## config.mk

```make
export PLATFORM = sky130hd
export DESIGN_NAME = fft16_frame_ctrl
export DESIGN_NICKNAME = d
export VERILOG_FILES = /design/src/rtl/fft16_pkg.sv /design/src/rtl/fft16_out_bank.sv /design/src/rtl/fft16_frame_ctrl.sv
export SDC_FILE = /design/constraint.sdc
export NUM_CORES = 2
export LEC_CHECK = 0
export BUFFER_PORTS_ARGS = -buffer_cell sky130_fd_sc_hd__buf_2
export CAP_MARGIN = 20
export CORE_AREA = 2 2 434 436
export CTS_BUF_LIST = sky130_fd_sc_hd__clkbuf_8
export CTS_CLUSTER_SIZE = 25
export DETAILED_ROUTE_END_ITERATION = 8
export DIE_AREA = 0 0 436 438
export MAX_ROUTING_LAYER = met4
export RECOVER_POWER = 25
export SLEW_MARGIN = 20
export SYNTH_ARGS = -nofsm -noshare
export SYNTH_HDL_FRONTEND = slang
export SYNTH_SLANG_ARGS = --single-unit
```

## constraint.sdc

```tcl
create_clock -name clock -period 41.9 [get_ports clock]
set_input_delay 2.095 -clock clock [delete_from_list [all_inputs] [get_ports clock]]
set_output_delay 2.095 -clock clock [all_outputs]
set_load 0.1 [all_outputs]
```

## src/rtl/fft16_pkg.sv

```systemverilog
// Shared constants and types for the 16-point FFT frame sequencer.
package fft16_pkg;

   localparam int N_PTS       = 16;
   localparam int IDX_W       = 4;
   localparam int DEF_DATA_W  = 16;
   localparam int DEF_OUT_W   = 17;
   localparam int DEF_LATENCY = 64;

   // Input-side sequencer: FILL collects samples, SETTLE holds the core inputs
   // frozen while the core pipeline produces its result.
   typedef enum logic {
      FILL   = 1'b0,
      SETTLE = 1'b1
   } in_state_e;

endpackage

```

## src/rtl/fft16_out_bank.sv

```systemverilog
// 16-entry result bank: parallel load from the core, serial drain with
// valid/ready/last.
//
// Handshake: a bin transfers on a rising edge where m_valid and m_ready are
// both high; m_re/m_im/m_last hold steady while m_valid=1 and m_ready=0.
module fft16_out_bank
   import fft16_pkg::*;
#(
   parameter int OUT_W = DEF_OUT_W
) (
   input  logic                   clock,
   input  logic                   reset,
   input  logic                   load,
   input  logic [N_PTS*OUT_W-1:0] load_re,
   input  logic [N_PTS*OUT_W-1:0] load_im,
   input  logic                   m_ready,
   output logic                   m_valid,
   output logic [OUT_W-1:0]       m_re,
   output logic [OUT_W-1:0]       m_im,
   output logic                   m_last,
   output logic                   full,
   output logic                   drain_last
);

   logic [OUT_W-1:0] bank_re_q [N_PTS];
   logic [OUT_W-1:0] bank_re_d [N_PTS];
   logic [OUT_W-1:0] bank_im_q [N_PTS];
   logic [OUT_W-1:0] bank_im_d [N_PTS];
   logic [IDX_W-1:0] rd_idx_q, rd_idx_d;
   logic             full_q, full_d;
   logic             m_hs;
   logic             last_slot;

   assign m_hs       = full_q & m_ready;
   assign last_slot  = (rd_idx_q == IDX_W'(N_PTS - 1));
   assign drain_last = m_hs & last_slot;

   assign m_valid = full_q;
   assign m_re    = bank_re_q[rd_idx_q];
   assign m_im    = bank_im_q[rd_idx_q];
   assign m_last  = full_q & last_slot;
   assign full    = full_q;

   // Next bank contents and read pointer. The parent only asserts load when
   // the bank is empty or its final bin is leaving on this edge, so a load
   // never overwrites unread data; load wins over the drain update.
   always_comb begin
      rd_idx_d = rd_idx_q;
      full_d   = full_q;
      for (int k = 0; k < N_PTS; k++) begin
         bank_re_d[k] = bank_re_q[k];
         bank_im_d[k] = bank_im_q[k];
      end
      if (load) begin
         for (int k = 0; k < N_PTS; k++) begin
            bank_re_d[k] = load_re[OUT_W*k +: OUT_W];
            bank_im_d[k] = load_im[OUT_W*k +: OUT_W];
         end
         full_d   = 1'b1;
         rd_idx_d = '0;
      end else if (m_hs) begin
         if (last_slot) begin
            full_d   = 1'b0;
            rd_idx_d = '0;
         end else begin
            rd_idx_d = rd_idx_q + IDX_W'(1);
         end
      end
   end

   // Bank, pointer and full flag registers.
   always_ff @(posedge clock) begin
      if (reset) begin
         rd_idx_q <= '0;
         full_q   <= 1'b0;
         for (int k = 0; k < N_PTS; k++) begin
            bank_re_q[k] <= '0;
            bank_im_q[k] <= '0;
         end
      end else begin
         rd_idx_q <= rd_idx_d;
         full_q   <= full_d;
         for (int k = 0; k < N_PTS; k++) begin
            bank_re_q[k] <= bank_re_d[k];
            bank_im_q[k] <= bank_im_d[k];
         end
      end
   end

endmodule

```

## src/rtl/fft16_frame_ctrl.sv

```systemverilog
// Frame sequencer around the 16-point CORDIC FFT core: assembles serial
// samples into a frame, holds the core inputs for the pipeline latency,
// captures the results and streams them out serially.
//
// Handshakes: s_* and m_* are valid/ready; a transfer happens on a rising
// edge where valid and ready are both high. Valid never depends on ready.
module fft16_frame_ctrl
   import fft16_pkg::*;
#(
   parameter int DATA_W  = DEF_DATA_W,
   parameter int OUT_W   = DEF_OUT_W,
   parameter int LATENCY = DEF_LATENCY   // must be >= 1
) (
   input  logic                    clock,
   input  logic                    reset,
   input  logic                    s_valid,
   output logic                    s_ready,
   input  logic [DATA_W-1:0]       s_re,
   input  logic [DATA_W-1:0]       s_im,
   output logic [N_PTS*DATA_W-1:0] fft_xin,
   output logic [N_PTS*DATA_W-1:0] fft_yin,
   input  logic [N_PTS*OUT_W-1:0]  fft_xout,
   input  logic [N_PTS*OUT_W-1:0]  fft_yout,
   output logic                    m_valid,
   input  logic                    m_ready,
   output logic [OUT_W-1:0]        m_re,
   output logic [OUT_W-1:0]        m_im,
   output logic                    m_last,
   output logic                    busy
);

   localparam int              CNT_W    = $clog2(LATENCY + 1);
   localparam logic [CNT_W-1:0] CNT_LAST = CNT_W'(LATENCY - 1);
   localparam logic [CNT_W-1:0] CNT_MAX  = CNT_W'(LATENCY);

   in_state_e         in_state_q, in_state_d;
   logic [IDX_W-1:0]  wr_idx_q, wr_idx_d;
   logic [CNT_W-1:0]  settle_cnt_q, settle_cnt_d;
   logic [DATA_W-1:0] in_re_q [N_PTS];
   logic [DATA_W-1:0] in_re_d [N_PTS];
   logic [DATA_W-1:0] in_im_q [N_PTS];
   logic [DATA_W-1:0] in_im_d [N_PTS];

   logic s_hs;
   logic settle_done;
   logic capture;
   logic out_full;
   logic drain_last;

   assign s_ready     = (in_state_q == FILL);
   assign s_hs        = s_valid & s_ready;
   // ">=" also covers the saturated count while waiting on a full output bank.
   assign settle_done = (in_state_q == SETTLE) && (settle_cnt_q >= CNT_LAST);
   // Capture when the bank is free, or on the very edge its last bin leaves,
   // so the output stream can continue without a bubble.
   assign capture     = settle_done && (!out_full || drain_last);
   assign busy        = (in_state_q != FILL) || (wr_idx_q != '0) || out_full;

   // Input FSM next state, write pointer, settle counter and input bank.
   always_comb begin
      in_state_d   = in_state_q;
      wr_idx_d     = wr_idx_q;
      settle_cnt_d = settle_cnt_q;
      for (int k = 0; k < N_PTS; k++) begin
         in_re_d[k] = in_re_q[k];
         in_im_d[k] = in_im_q[k];
      end
      unique case (in_state_q)
         FILL: begin
            if (s_hs) begin
               in_re_d[wr_idx_q] = s_re;
               in_im_d[wr_idx_q] = s_im;
               if (wr_idx_q == IDX_W'(N_PTS - 1)) begin
                  wr_idx_d     = '0;
                  settle_cnt_d = '0;
                  in_state_d   = SETTLE;
               end else begin
                  wr_idx_d = wr_idx_q + IDX_W'(1);
               end
            end
         end
         SETTLE: begin
            if (settle_cnt_q != CNT_MAX) begin
               settle_cnt_d = settle_cnt_q + CNT_W'(1);
            end
            if (capture) begin
               in_state_d = FILL;
            end
         end
         default: in_state_d = FILL;
      endcase
   end

   // Input FSM and input bank registers.
   always_ff @(posedge clock) begin
      if (reset) begin
         in_state_q   <= FILL;
         wr_idx_q     <= '0;
         settle_cnt_q <= '0;
         for (int k = 0; k < N_PTS; k++) begin
            in_re_q[k] <= '0;
            in_im_q[k] <= '0;
         end
      end else begin
         in_state_q   <= in_state_d;
         wr_idx_q     <= wr_idx_d;
         settle_cnt_q <= settle_cnt_d;
         for (int k = 0; k < N_PTS; k++) begin
            in_re_q[k] <= in_re_d[k];
            in_im_q[k] <= in_im_d[k];
         end
      end
   end

   // Present the input bank to the core; it only changes during FILL.
   always_comb begin
      fft_xin = '0;
      fft_yin = '0;
      for (int k = 0; k < N_PTS; k++) begin
         fft_xin[DATA_W*k +: DATA_W] = in_re_q[k];
         fft_yin[DATA_W*k +: DATA_W] = in_im_q[k];
      end
   end

   fft16_out_bank #(
      .OUT_W (OUT_W)
   ) u_out_bank (
      .clock      (clock),
      .reset      (reset),
      .load       (capture),
      .load_re    (fft_xout),
      .load_im    (fft_yout),
      .m_ready    (m_ready),
      .m_valid    (m_valid),
      .m_re       (m_re),
      .m_im       (m_im),
      .m_last     (m_last),
      .full       (out_full),
      .drain_last (drain_last)
   );

endmodule

```

==> reports/results.ini <==
[critical_path]
crit_fanout=185
cp.arrival_ns=16.67
cpMaxStageDelayCell=clkbuf_1
path_cells=clkbuf_1, inv_1, o31ai_1, clkbuf_1, buf_4, buf_4, buf_12
critical_path.startpoint_type=input pin
worst-path-buf-inv=6
critPathKind=in -> reg
crit_required_ns=42.44
cp_top_family=buffers and inverters
endpoint_kind=flip-flop
slowest_delay_ns=6.89

[timing]
period_needed_ns=16.13
fin_crit_sh_pct=38.5
relSlewSlack_pct=-566
fin_setup_tns_ns=0
hold_viol=0
finalSetupViolCount=0
fin_ws_ns=25.77
skew_ns=0.0558
maxSlewViolCount=674
fmax_mhz=62.0
holdWs_ns=0.449
tightest_slew_ns=9.99
grt_setup_unrepaired=false

[pwr]
report.power.total_mw=2.27
p_sw_mw=0.593
switching_share_pct=26.1
power.share.combinational_pct=7.2
p_per_area_mw_per_mm2=41.6
power_leakage_nw=21.2
intPower_mw=1.68
clockPowerShare_pct=41.8
vdd_drop_max_uv=29.8
seqPwrFrac_pct=51.0

[floorplan]
ios=1130
core_area_mm2=0.187
die_h_um=438
die_w_um=436
die_area_mm2=0.191
start_util_pct=23.0
rows=159

[layout]
utilization_pct=29.2
syn_to_final_growth_pct=27.1
drive_above_1_share_pct=34.3
layout.nets=5469
final_area_mm2=0.0545
final_cells=7560

[synth]
syn-cell-area_mm2=0.0429
yosysTopAreaCellShare_pct=38.1
async_flop_share_pct=0
synth_area_leader_cell=edfxtp_1
syn-num-nets=4442
synth.distinct_cells=44
avgSynthCellArea_um2=11.1
ys_ff_latch=1077
synthCells=3855
synth_most_common_cell=nand2_1
synth_commonest_cells=nand2_1 (1065), edfxtp_1 (544), dfxtp_1 (533)
synth_edf_count=544
ys.flop_type=edfxtp_1
yosysSeqAreaShare_pct=63.0
yosys_warnings=0
synthTopCellsByArea=edfxtp_1 (38%), dfxtp_1 (25%), nand2_1 (9.3%)

[clock_network]
cts_buffers=184
clk_pin_slew_ns=0.06
cts_buffer_depth=3
post_cts_buffers=0
tritoncts=yes
cts_resized=0
clk_latency_ns=0.94
cts_max_level=4
cts_root_buffer=clkbuf_8
hold_buffers=0
cts_sinks=1077

[global_routing]
grt_pass1_vias=32671
grt_pass1_wl_um=234000
antenna_found_initial=38
overflow=0
track_usage_pct=17.5
grt_max_degree=249

[route]
via_per_inst=4.43
drcViolationCount=0
drt-total-wl_um=169000
antenna_left=0
drt_iter0_drc=2791
vias=33519
routedWlPerCell_um=22.4
dr.pass1.iters=5

[outcome]
violations=max-capacitance violations, max-slew violations
status=complete, but fails checks

[place]
routabilityCongestion=0.914
io_buffers=1129
dp_cells=7190
dp_hpwl_um=118000
dp_slack_ns=34.74
placed_area_mm2=0.0508

[min_path]
worstHoldPathType=reg -> reg

[run]
cap_violations=6

## power by group through the flow
stage               clock (mW)  combinational, mW  sequential (mW)
floorplan                    0             0.0613             1.22
global placement             0              0.163             1.17
detailed placement           0              0.165             1.18
CTS                      0.970              0.165             1.15
global route              1.01              0.173             1.16
finish                   0.947              0.164             1.16
## layer usage
metal  routed length, um  vias up  global-route usage [%]
met2               84800     1596                    29.0
met5                   0        -                       -
met3               14400      328                    4.84
met1               62600    16375                    19.3
li1                    -    15220                       -
met4                7530        0                    8.44
## placed cells by master (no fill, tap or decap), types with 6 or more instances in the layout
cell type | netlist | routed
a21oi_1 | 519 | 519
dfxtp_1 | 533 | 531
nand2_1 | 1065 | 1065
clkbuf_8 | 0 | 204
nor2_4 | 0 | 7
nand3_2 | 0 | 8
buf_4 | 5 | 35
and2_2 | 134 | 135
a22oi_1 | 68 | 68
clkbuf_1 | 222 | 6
ha_1 | 7 | 7
buf_2 | 62 | 1128
edfxtp_1 | 544 | 544
and2_1 | 207 | 176
nor2_1 | 22 | 9
nor2_2 | 0 | 6
inv_1 | 8 | 60
clkinv_1 | 0 | 24
nand3_1 | 18 | 10
diode_2 | 0 | 42
bufinv_16 | 0 | 6
clkinv_8 | 0 | 6
and2_0 | 0 | 30
mux4_2 | 136 | 136
nor2b_1 | 209 | 207
clkinv_2 | 0 | 23
## logic make-up (layout without fill, tap and decap cells)
| group | Yosys count | after routing | synth area share (%) |
|---|---|---|---|
| and+or+nand+nor | 1689 | 1689 | 18.7 |
| DFF | 1077 | 1077 | 63.0 |
| AOI/OAI and AO/OA | 600 | 600 | 7.48 |
| buffers and inverters | 340 | 1508 | 3.34 |
| muxes | 136 | 136 | 7.14 |
| adders and majority gates | 7 | 7 | 0.204 |
| xor gates and xnor gates | 6 | 6 | 0.123 |
| other | 0 | 42 | 0 |
## path summary, 6_finish.rpt
| kind | startpoint | to | slack [ns] | depth (start not counted) |
|---|---|---|---|---|
| min reg2reg | in_im_q[0][90] | in_im_q[0][90] | 0.45 | 2 |
| max | reset | u_out_bank.bank_re_q[4][15] | 25.77 | 7 |
| max reg2reg | in_state_q | u_out_bank.bank_re_q[4][15] | 30.08 | 6 |
| min | in_im_q[0][90] | in_im_q[0][90] | 0.45 | 2 |
## cell type report
cell class,instances,area (um2)
well taps,2495,3120
repair buffers,1173,6010
flip-flops and latches,1077,27000
diodes,42,105
clock inverters,123,820
clock buffers,204,2810
fillers,19428,132000
multi-input cells,2438,14600
inverters,8,30.0
## sequential cells by signal, indices dropped and copies added (netlist names), named ones only
name,cells
in_im_q,256
in_re_q,256
in_state_q,1
settle_cnt_q,7
u_out_bank.bank_im_q,272
u_out_bank.bank_re_q,272
u_out_bank.full,1
u_out_bank.rd_idx_q,4
wr_idx_q,4
## tightest hold or removal path, delay by kind of cell, from the launching register on
kind,cells,cell delay (ns)
and+or+nand+nor,1,0.05
DFF,1,0.30
AOI/OAI and AO/OA,1,0.05
No activity file was read; power rests on OpenSTA's default activity.
